==> src/rtl/jesd_rx_lane_sync.sv <==
// JESD204B RX per-lane sync front end: CGS state machine, SYNC~ generation,
// resync on consecutive error words, saturating error count and octet alignment.
module jesd_rx_lane_sync #(
  parameter int unsigned OCTETS     = 4,
  parameter int unsigned CGS_MIN_K  = 4,
  parameter int unsigned ERR_THRESH = 3,
  parameter int unsigned ERR_CNT_W  = 16,
  localparam int unsigned AW        = $clog2(OCTETS),
  localparam int unsigned DW        = 8 * OCTETS
) (
  input  logic                 clk_i,
  input  logic                 rst_i,
  input  logic [DW-1:0]        data_i,
  input  logic [OCTETS-1:0]    charisk_i,
  input  logic [OCTETS-1:0]    notintable_i,
  input  logic [OCTETS-1:0]    disperr_i,
  input  logic                 sync_req_i,
  output logic [DW-1:0]        data_o,
  output logic [OCTETS-1:0]    charisk_o,
  output logic                 valid_o,
  output logic                 sync_n_o,
  output logic [1:0]           state_o,
  output logic [AW-1:0]        align_idx_o,
  output logic [ERR_CNT_W-1:0] err_cnt_o
);

  localparam int unsigned RunW    = $clog2(CGS_MIN_K + OCTETS + 1);
  localparam int unsigned ErrRunW = 4;
  localparam int unsigned CntSumW = ((ERR_CNT_W > AW + 1) ? ERR_CNT_W : AW + 1) + 1;

  typedef enum logic [1:0] {
    StInit  = 2'd0,
    StCheck = 2'd1,
    StData  = 2'd2
  } state_e;

  state_e                 state_q, state_d;
  logic [RunW-1:0]        run_q, run_d;
  logic [ErrRunW-1:0]     err_run_q, err_run_d;
  logic [AW-1:0]          align_q, align_d;
  logic [ERR_CNT_W-1:0]   err_cnt_q, err_cnt_d;
  logic                   valid_q, valid_d;
  logic [DW-1:0]          data_q, data_d;
  logic [OCTETS-1:0]      k_q, k_d;
  logic [DW-1:0]          prev_data_q;
  logic [OCTETS-1:0]      prev_k_q;

  logic [OCTETS-1:0]      bad;
  logic [OCTETS-1:0]      cgs;
  logic                   word_err;
  logic                   all_cgs;
  logic [AW:0]            bad_cnt;
  logic [AW:0]            top_run;
  logic                   top_open;
  logic [AW-1:0]          first_non_cgs;
  logic [RunW-1:0]        run_sum;
  logic [RunW-1:0]        run_sat;
  logic [ErrRunW-1:0]     err_run_inc;
  logic [CntSumW-1:0]     cnt_sum;
  logic [2*DW-1:0]        data_wide;
  logic [2*OCTETS-1:0]    k_wide;

  // Per-octet classification and word-level summaries.
  always_comb begin
    bad           = '0;
    cgs           = '0;
    bad_cnt       = '0;
    top_run       = '0;
    top_open      = 1'b1;
    first_non_cgs = '0;
    for (int i = 0; i < OCTETS; i++) begin
      bad[i]  = notintable_i[i] | disperr_i[i];
      cgs[i]  = charisk_i[i] & ~bad[i] & (data_i[8*i +: 8] == 8'hBC);
      bad_cnt = bad_cnt + (AW + 1)'(bad[i]);
    end
    // Run of K28.5 octets contiguous from the top (latest) lane downward.
    for (int i = OCTETS - 1; i >= 0; i--) begin
      if (top_open && cgs[i]) begin
        top_run = top_run + (AW + 1)'(1);
      end else begin
        top_open = 1'b0;
      end
      if (!cgs[i]) begin
        first_non_cgs = AW'(i);
      end
    end
  end

  assign word_err    = |bad;
  assign all_cgs     = &cgs;
  assign run_sum     = run_q + RunW'(OCTETS);
  assign run_sat     = (run_sum > RunW'(CGS_MIN_K)) ? RunW'(CGS_MIN_K) : run_sum;
  assign err_run_inc = err_run_q + ErrRunW'(1);
  assign cnt_sum     = CntSumW'(err_cnt_q) + CntSumW'(bad_cnt);

  // CGS state machine and error-run tracking.
  always_comb begin
    state_d   = state_q;
    run_d     = run_q;
    err_run_d = err_run_q;
    align_d   = align_q;
    if (sync_req_i) begin
      state_d   = StInit;
      run_d     = '0;
      err_run_d = '0;
    end else begin
      unique case (state_q)
        StInit: begin
          run_d = all_cgs ? run_sat : RunW'(top_run);
          if (run_d >= RunW'(CGS_MIN_K)) begin
            state_d = StCheck;
            run_d   = '0;
          end
        end
        StCheck, StData: begin
          if (word_err) begin
            err_run_d = err_run_inc;
            if (err_run_inc >= ErrRunW'(ERR_THRESH)) begin
              state_d   = StInit;
              err_run_d = '0;
            end
          end else begin
            err_run_d = '0;
            // First clean word that is not pure K28.5 marks the ILAS start.
            if (state_q == StCheck && !all_cgs) begin
              align_d = first_non_cgs;
              state_d = StData;
            end
          end
        end
        default: state_d = StInit;
      endcase
    end
  end

  // Counter, valid flag and aligned data path.
  always_comb begin
    if (sync_req_i) begin
      err_cnt_d = '0;
    end else if (cnt_sum > CntSumW'({ERR_CNT_W{1'b1}})) begin
      err_cnt_d = '1;
    end else begin
      err_cnt_d = ERR_CNT_W'(cnt_sum);
    end
    valid_d   = (state_q == StData) && (state_d == StData);
    data_wide = {data_i, prev_data_q} >> {align_q, 3'b000};
    k_wide    = {charisk_i, prev_k_q} >> align_q;
    data_d    = data_wide[DW-1:0];
    k_d       = k_wide[OCTETS-1:0];
  end

  always_ff @(posedge clk_i or posedge rst_i) begin
    if (rst_i) begin
      state_q     <= StInit;
      run_q       <= '0;
      err_run_q   <= '0;
      align_q     <= '0;
      err_cnt_q   <= '0;
      valid_q     <= 1'b0;
      data_q      <= '0;
      k_q         <= '0;
      prev_data_q <= '0;
      prev_k_q    <= '0;
    end else begin
      state_q     <= state_d;
      run_q       <= run_d;
      err_run_q   <= err_run_d;
      align_q     <= align_d;
      err_cnt_q   <= err_cnt_d;
      valid_q     <= valid_d;
      data_q      <= data_d;
      k_q         <= k_d;
      prev_data_q <= data_i;
      prev_k_q    <= charisk_i;
    end
  end

  assign data_o      = data_q;
  assign charisk_o   = k_q;
  assign valid_o     = valid_q;
  assign sync_n_o    = (state_q != StInit);
  assign state_o     = state_q;
  assign align_idx_o = align_q;
  assign err_cnt_o   = err_cnt_q;

endmodule
==> config.mk <==
export PLATFORM = sky130hd
export DESIGN_NAME = jesd_rx_lane_sync
export DESIGN_NICKNAME = d
export VERILOG_FILES = /design/src/rtl/jesd_rx_lane_sync.sv
export SDC_FILE = /design/constraint.sdc
export NUM_CORES = 1
export LEC_CHECK = 0
export BUFFER_PORTS_ARGS = -buffer_cell sky130_fd_sc_hd__buf_2
export CORE_MARGIN = 2
export CORE_UTILIZATION = 54
export DETAILED_ROUTE_END_ITERATION = 6
export PLACE_DENSITY = 0.78
export SYNTH_ARGS = -nofsm -noshare
export SYNTH_HDL_FRONTEND = slang
export SYNTH_SLANG_ARGS = --single-unit
==> constraint.sdc <==
create_clock -name clk_i -period 3.7 [get_ports clk_i]
set_clock_uncertainty 0.2 [all_clocks]
set_input_delay 0.37 -clock clk_i [delete_from_list [all_inputs] [get_ports clk_i]]
set_output_delay 0.37 -clock clk_i [all_outputs]
set_load 0.01 [all_outputs]
### After elaboration in Yosys (flattened, before gate mapping)

Cells that the tools add are included.

* add/sub/neg operators: 9
* multipliers: 0
* divide/modulo/power cells: 0
* $lt $le $gt $ge: 4
* equality and inequality tests: 7
* shift-type cells: 2
* muxes and demuxes: 28
* bitwise operators: 18
* reduce and logical (&&, ||, !) cells: 14

Operator list (count)
* right shift 64 x 5 -> 32 bit: 1
* two-way mux 4 bit: 9
* equality test 8 bit, second input constant: 4
* two-way mux 16 bit: 2
* two-way mux 2 bit: 10
* adder 16 x 3 -> 17 bit: 1
* greater-than comparator 17 x 16 -> 1 bit, second input constant: 1
* AND 1 bit: 8
* AND reduction 4 bit: 2
* right shift 8 x 2 -> 4 bit: 1
* adder 3 x 1 -> 3 bit, second input constant: 2
* two-way mux 3 bit: 2
* NOT 1 bit: 6
* nonzero test 2 bit: 3
* logical AND 1 bit: 5
* adder 4 x 1 -> 4 bit, second input constant: 1
* adder 4 x 3 -> 4 bit, second input constant: 1
* equality test 2 bit, second input constant: 2
* >= comparator 4 x 2 -> 1 bit, second input constant: 1
* >= comparator 4 x 3 -> 1 bit, second input constant: 1
* greater-than comparator 4 x 3 -> 1 bit, second input constant: 1
* two-way mux 1 bit: 4
* bitwise OR 1 bit: 4
* one-hot mux 2 bit (2 select lines): 1
* other kinds (9): 9

* register bits: 101
* bits in latches: 0
* bits in writable memories: 0
* bits in read-only memories: 0
* bits of input ports: 47
* output and inout port bits: 58
* word-level logic and storage cells: 92
* memories: 0

### Depth between registers and ports, before layout

* word-level depth: 18
* gate-level depth with buffers: 11
* gate-level depth less buffers: 10

### Worst setup path after synthesis

OpenSTA, ideal clock, no wires.

* path kind: reg2reg
* start: register err_cnt_q[0] (netlist: err_cnt_o[0])
* end: register err_cnt_q[11] (netlist: err_cnt_o[11])
* library setup time: 0.138 ns
* arrival: 2.680 ns
* data required time: 3.362 ns
* slack: 0.682 ns
* stages on the path, launching flop included: 12
* buffers on the path: 1
* clock period less this slack: 3.018 ns
* cell sequence: dfrtp_1 inv_1 fa_1 inv_1 fa_1 fa_1 nand4_1 or3_1 nor2_1 nand3_1 clkbuf_1 a21oi_1

* word-level cells in the longest chain between the ends: 4

RTL lines
* start: declaration: line 41 `logic [ERR_CNT_W-1:0] err_cnt_q, err_cnt_d;`
* start signal: assignment: line 169 `err_cnt_q <= err_cnt_d;`
* adder 16 x 3 -> 17 bit (*): line 94 `assign cnt_sum = CntSumW'(err_cnt_q) + CntSumW'(bad_cnt);`
* greater-than comparator 17 x 16 -> 1 bit: line 140 `end else if (cnt_sum > CntSumW'({ERR_CNT_W{1'b1}})) begin`
* two-way mux 16 bit (*): line 140
* two-way mux 16 bit (*): line 138 `if (sync_req_i) begin`
* via err_cnt_d[11]: line 41

Mark *: on every way through the listed nets, which the timed path passes. The rest lies on a longest branch.
A chain may end at the register's enable or synchronous reset.

### Worst setup path in the final report

* start: register err_cnt_q[0] (netlist: err_cnt_o[0])
* end: register err_cnt_q[6] (netlist: err_cnt_o[6])

The elaborated chain is that of the path after synthesis.

==> impl_metrics.yaml <==
status:
  status: "completed"
drt:
  avgRoutedWirePerCell_um: 17.6
  wirelength_um: 9940
  drtPass1Iterations: 4
  viasPerCell: 5.64
  vias: 3179
  drtIter0Drc: 82
  drcViolationCount: 0
  antenna_left: 0
placement:
  globalplace.congestion: 0.907
  placed_cell_area_um2: 5110
  io_buffers: 104
  dpl.hpwl_um: 7040
worst_setup_path:
  endpoint_kind: "flop"
  cp_data_arrival_time_ps: 3140
  crit_type: "flop to flop"
  path_max_fanout: 12
  cp_data_required_time_ps: 3730
  critical_path.startpoint_type: "flop"
synth:
  synth.most_common_cell: "dfrtp_1"
  netlist_area_um2: 4500
  syn_avg_cell_area_um2: 14.3
  ys_ff_latch: 101
  yosys-top-cells-area: "dfrtp_1, mux4_2, a21oi_1"
  ys_seq_area_frac: 0.562
  synth_top_area_cell: "dfrtp_1"
  async_reset_ff_frac: 1.00
  synth_edf_count: 0
  synth-main-ff-cell: "dfrtp_1"
  synth_cells: 315
  synth_warnings: 0
  netlist.area_leader.share: 0.562
  yosysUniqueCellTypes: 51
  syn_nets: 373
  synth_top_cells_by_count: "dfrtp_1, mux4_2, a21oi_1"
clock_network:
  clockBufferDepth: 2
  cts_max_level: 3
  clk_pin_slew_ps: 100
  clock_latency_ps: 360
  cts_resized: 0
  numCtsBuffers: 9
  cts_tree: "built"
  clkSinkCount: 101
  cts-root-buf: "clkbuf_8"
timing:
  max_freq_mhz: 321
  post-route-period-util: 0.841
  slew_violations: 0
  worst_pin_slew_ps: 1020
  setup_tns_ps: 0
  finalCriticalPeriod_ps: 3110
  slew_headroom: 0.322
  setup_violations: 0
  rsz0062_at_grt: "false"
  hold_viol_final: 0
floorplanning:
  die_h_um: 95.3
  die-width_um: 95.3
  fp.coreArea_um2: 8130
  rows: 33
  initial_utilization: 0.553
  dieArea_um2: 9080
  io_pins: 105
grt:
  gr-total-overflow: 0
  grt_pass1_vias: 3173
  grt_max_degree: 59
  antenna_found_initial: 0
  grt_pass1_wl_um: 15600
  grt_use_total: 0.231
layout:
  final_core_util: 0.695
  diodes: 0
  fin_nets: 513
  syn2layout_area_growth_pct: 25.7
  layout-drive-gt1-share: 0.375
  post-route-cell-area_um2: 5660
power:
  p_leak_nw: 2.50
  power.density_nw_per_um2: 375
  peakVddDrop_mv: 0.272
flow_run:
  drv_cap: 0
worst_hold_path:
  hold_class: "input port to flop"
## layout by cell type (no fill, tap or decap), types with 2 or more instances in the layout
cell type      instances
nor3b_1                2
and3_1                 4
inv_6                  3
a21o_1                 4
nand2_1               14
fa_1                   3
or4_4                  2
nor4_2                 3
nand4_1                4
dfrtp_1               99
nand3b_1               2
clkinv_1               2
ha_1                   8
nor3_1                 8
a2bb2oi_1              2
clkbuf_8               9
xnor2_1                6
o21ai_0                2
clkinv_4               2
nand3_1                9
nand4b_1               2
nor2_1                18
and4_1                 2
xor2_1                 3
a21oi_1               21
mux4_2                36
dlygate4sd3_1         37
or3b_1                 2
inv_1                 15
nand2b_1               2
buf_2                104
mux2i_1                2
dfrtp_2                2
buf_4                  2
## what timing repair did
item / 4_1_cts / 5_1_grt
hold endpoints to repair: 92 / 0
buffers inserted: 0 / 0
hold buffers: 37 / 0
## layer usage
metal  vias to the layer above  GRT usage  wire [µm]
li1                       1446          -          -
met1                      1611      0.285       3990
met2                       108      0.404       5240
met3                        14     0.0553        570
met4                         0     0.0761        138
met5                         -          0          0
## kinds of logic (layout without fill, tap and decap cells)
group | after synthesis | in the layout | share of synthesized area
buf+inv | 32 | 176 | 0.0295
mux | 39 | 39 | 0.187
flops | 101 | 101 | 0.562
simple gates | 82 | 82 | 0.107
fa+ha+maj | 11 | 11 | 0.0356
compound gates | 41 | 41 | 0.0620
xor+xnor | 9 | 9 | 0.0175
## where the power goes
group	switching [W]	internal, W	total (W)
Combinational	0.000137	0.000135	0.000272
Sequential	0.0000414	0.00116	0.00120
Clock	0.000394	0.000255	0.000650
Total	0.000573	0.00155	0.00212
## layout make-up
class                           count  area [µm²]
Clock buffer                        9         124
Timing Repair Buffer              143         906
Multi-Input combinational cell    182        1840
Tap cell                          105         131
Clock inverter                      6        55.1
Fill cell                         570        2480
Inverter                           18        70.1
Sequential cell                   101        2530
## worst paths after layout
check	from	to	slack, ps	cells past startpoint
worst max register to register	err_cnt_o[0]	err_cnt_o[6]	590	10
worst max-delay path	err_cnt_o[0]	err_cnt_o[6]	590	10
worst min-delay path	sync_req_i	err_cnt_o[10]	270	2
max in group asynchronous	rst_i	data_o[9]	2050	4
min in group asynchronous	rst_i	err_run_q[0]	470	3
worst min register to register	run_q[1]	run_q[1]	330	2
## stage by stage
step | setup WS (ps) | total power [W] | hold slack [ps] | instances
6_report | 587 | 0.00212 | 266 | 564
5_1_grt | 405 | 0.00223 | 288 | 564
4_1_cts | 584 | 0.00214 | 254 | 564
3_5_place_dp | 288 | 0.00147 | 295 | 512
3_3_place_gp | 385 | 0.00145 | 289 | 512
2_1_floorplan | 483 | 0.00135 | 201 | 315
## flip-flops by register name, indices dropped and copies added (netlist names)
signal and flops:
err_run_q 4, valid_o 1, prev_data_q 32, align_idx_o 2, prev_k_q 4, data_o 32, run_q 4, charisk_o 4
err_cnt_o 16, state_o 2
## worst max-delay path: stages (launching register included)
cell and delay [ps]:
dfrtp_1 360, inv_1 60, fa_1 530, inv_1 50, fa_1 400, fa_1 430, nand4_1 180, or3_1 220
nor2_1 80, nand3_1 330, a21oi_1 140
(Power assumes the default switching activity.)
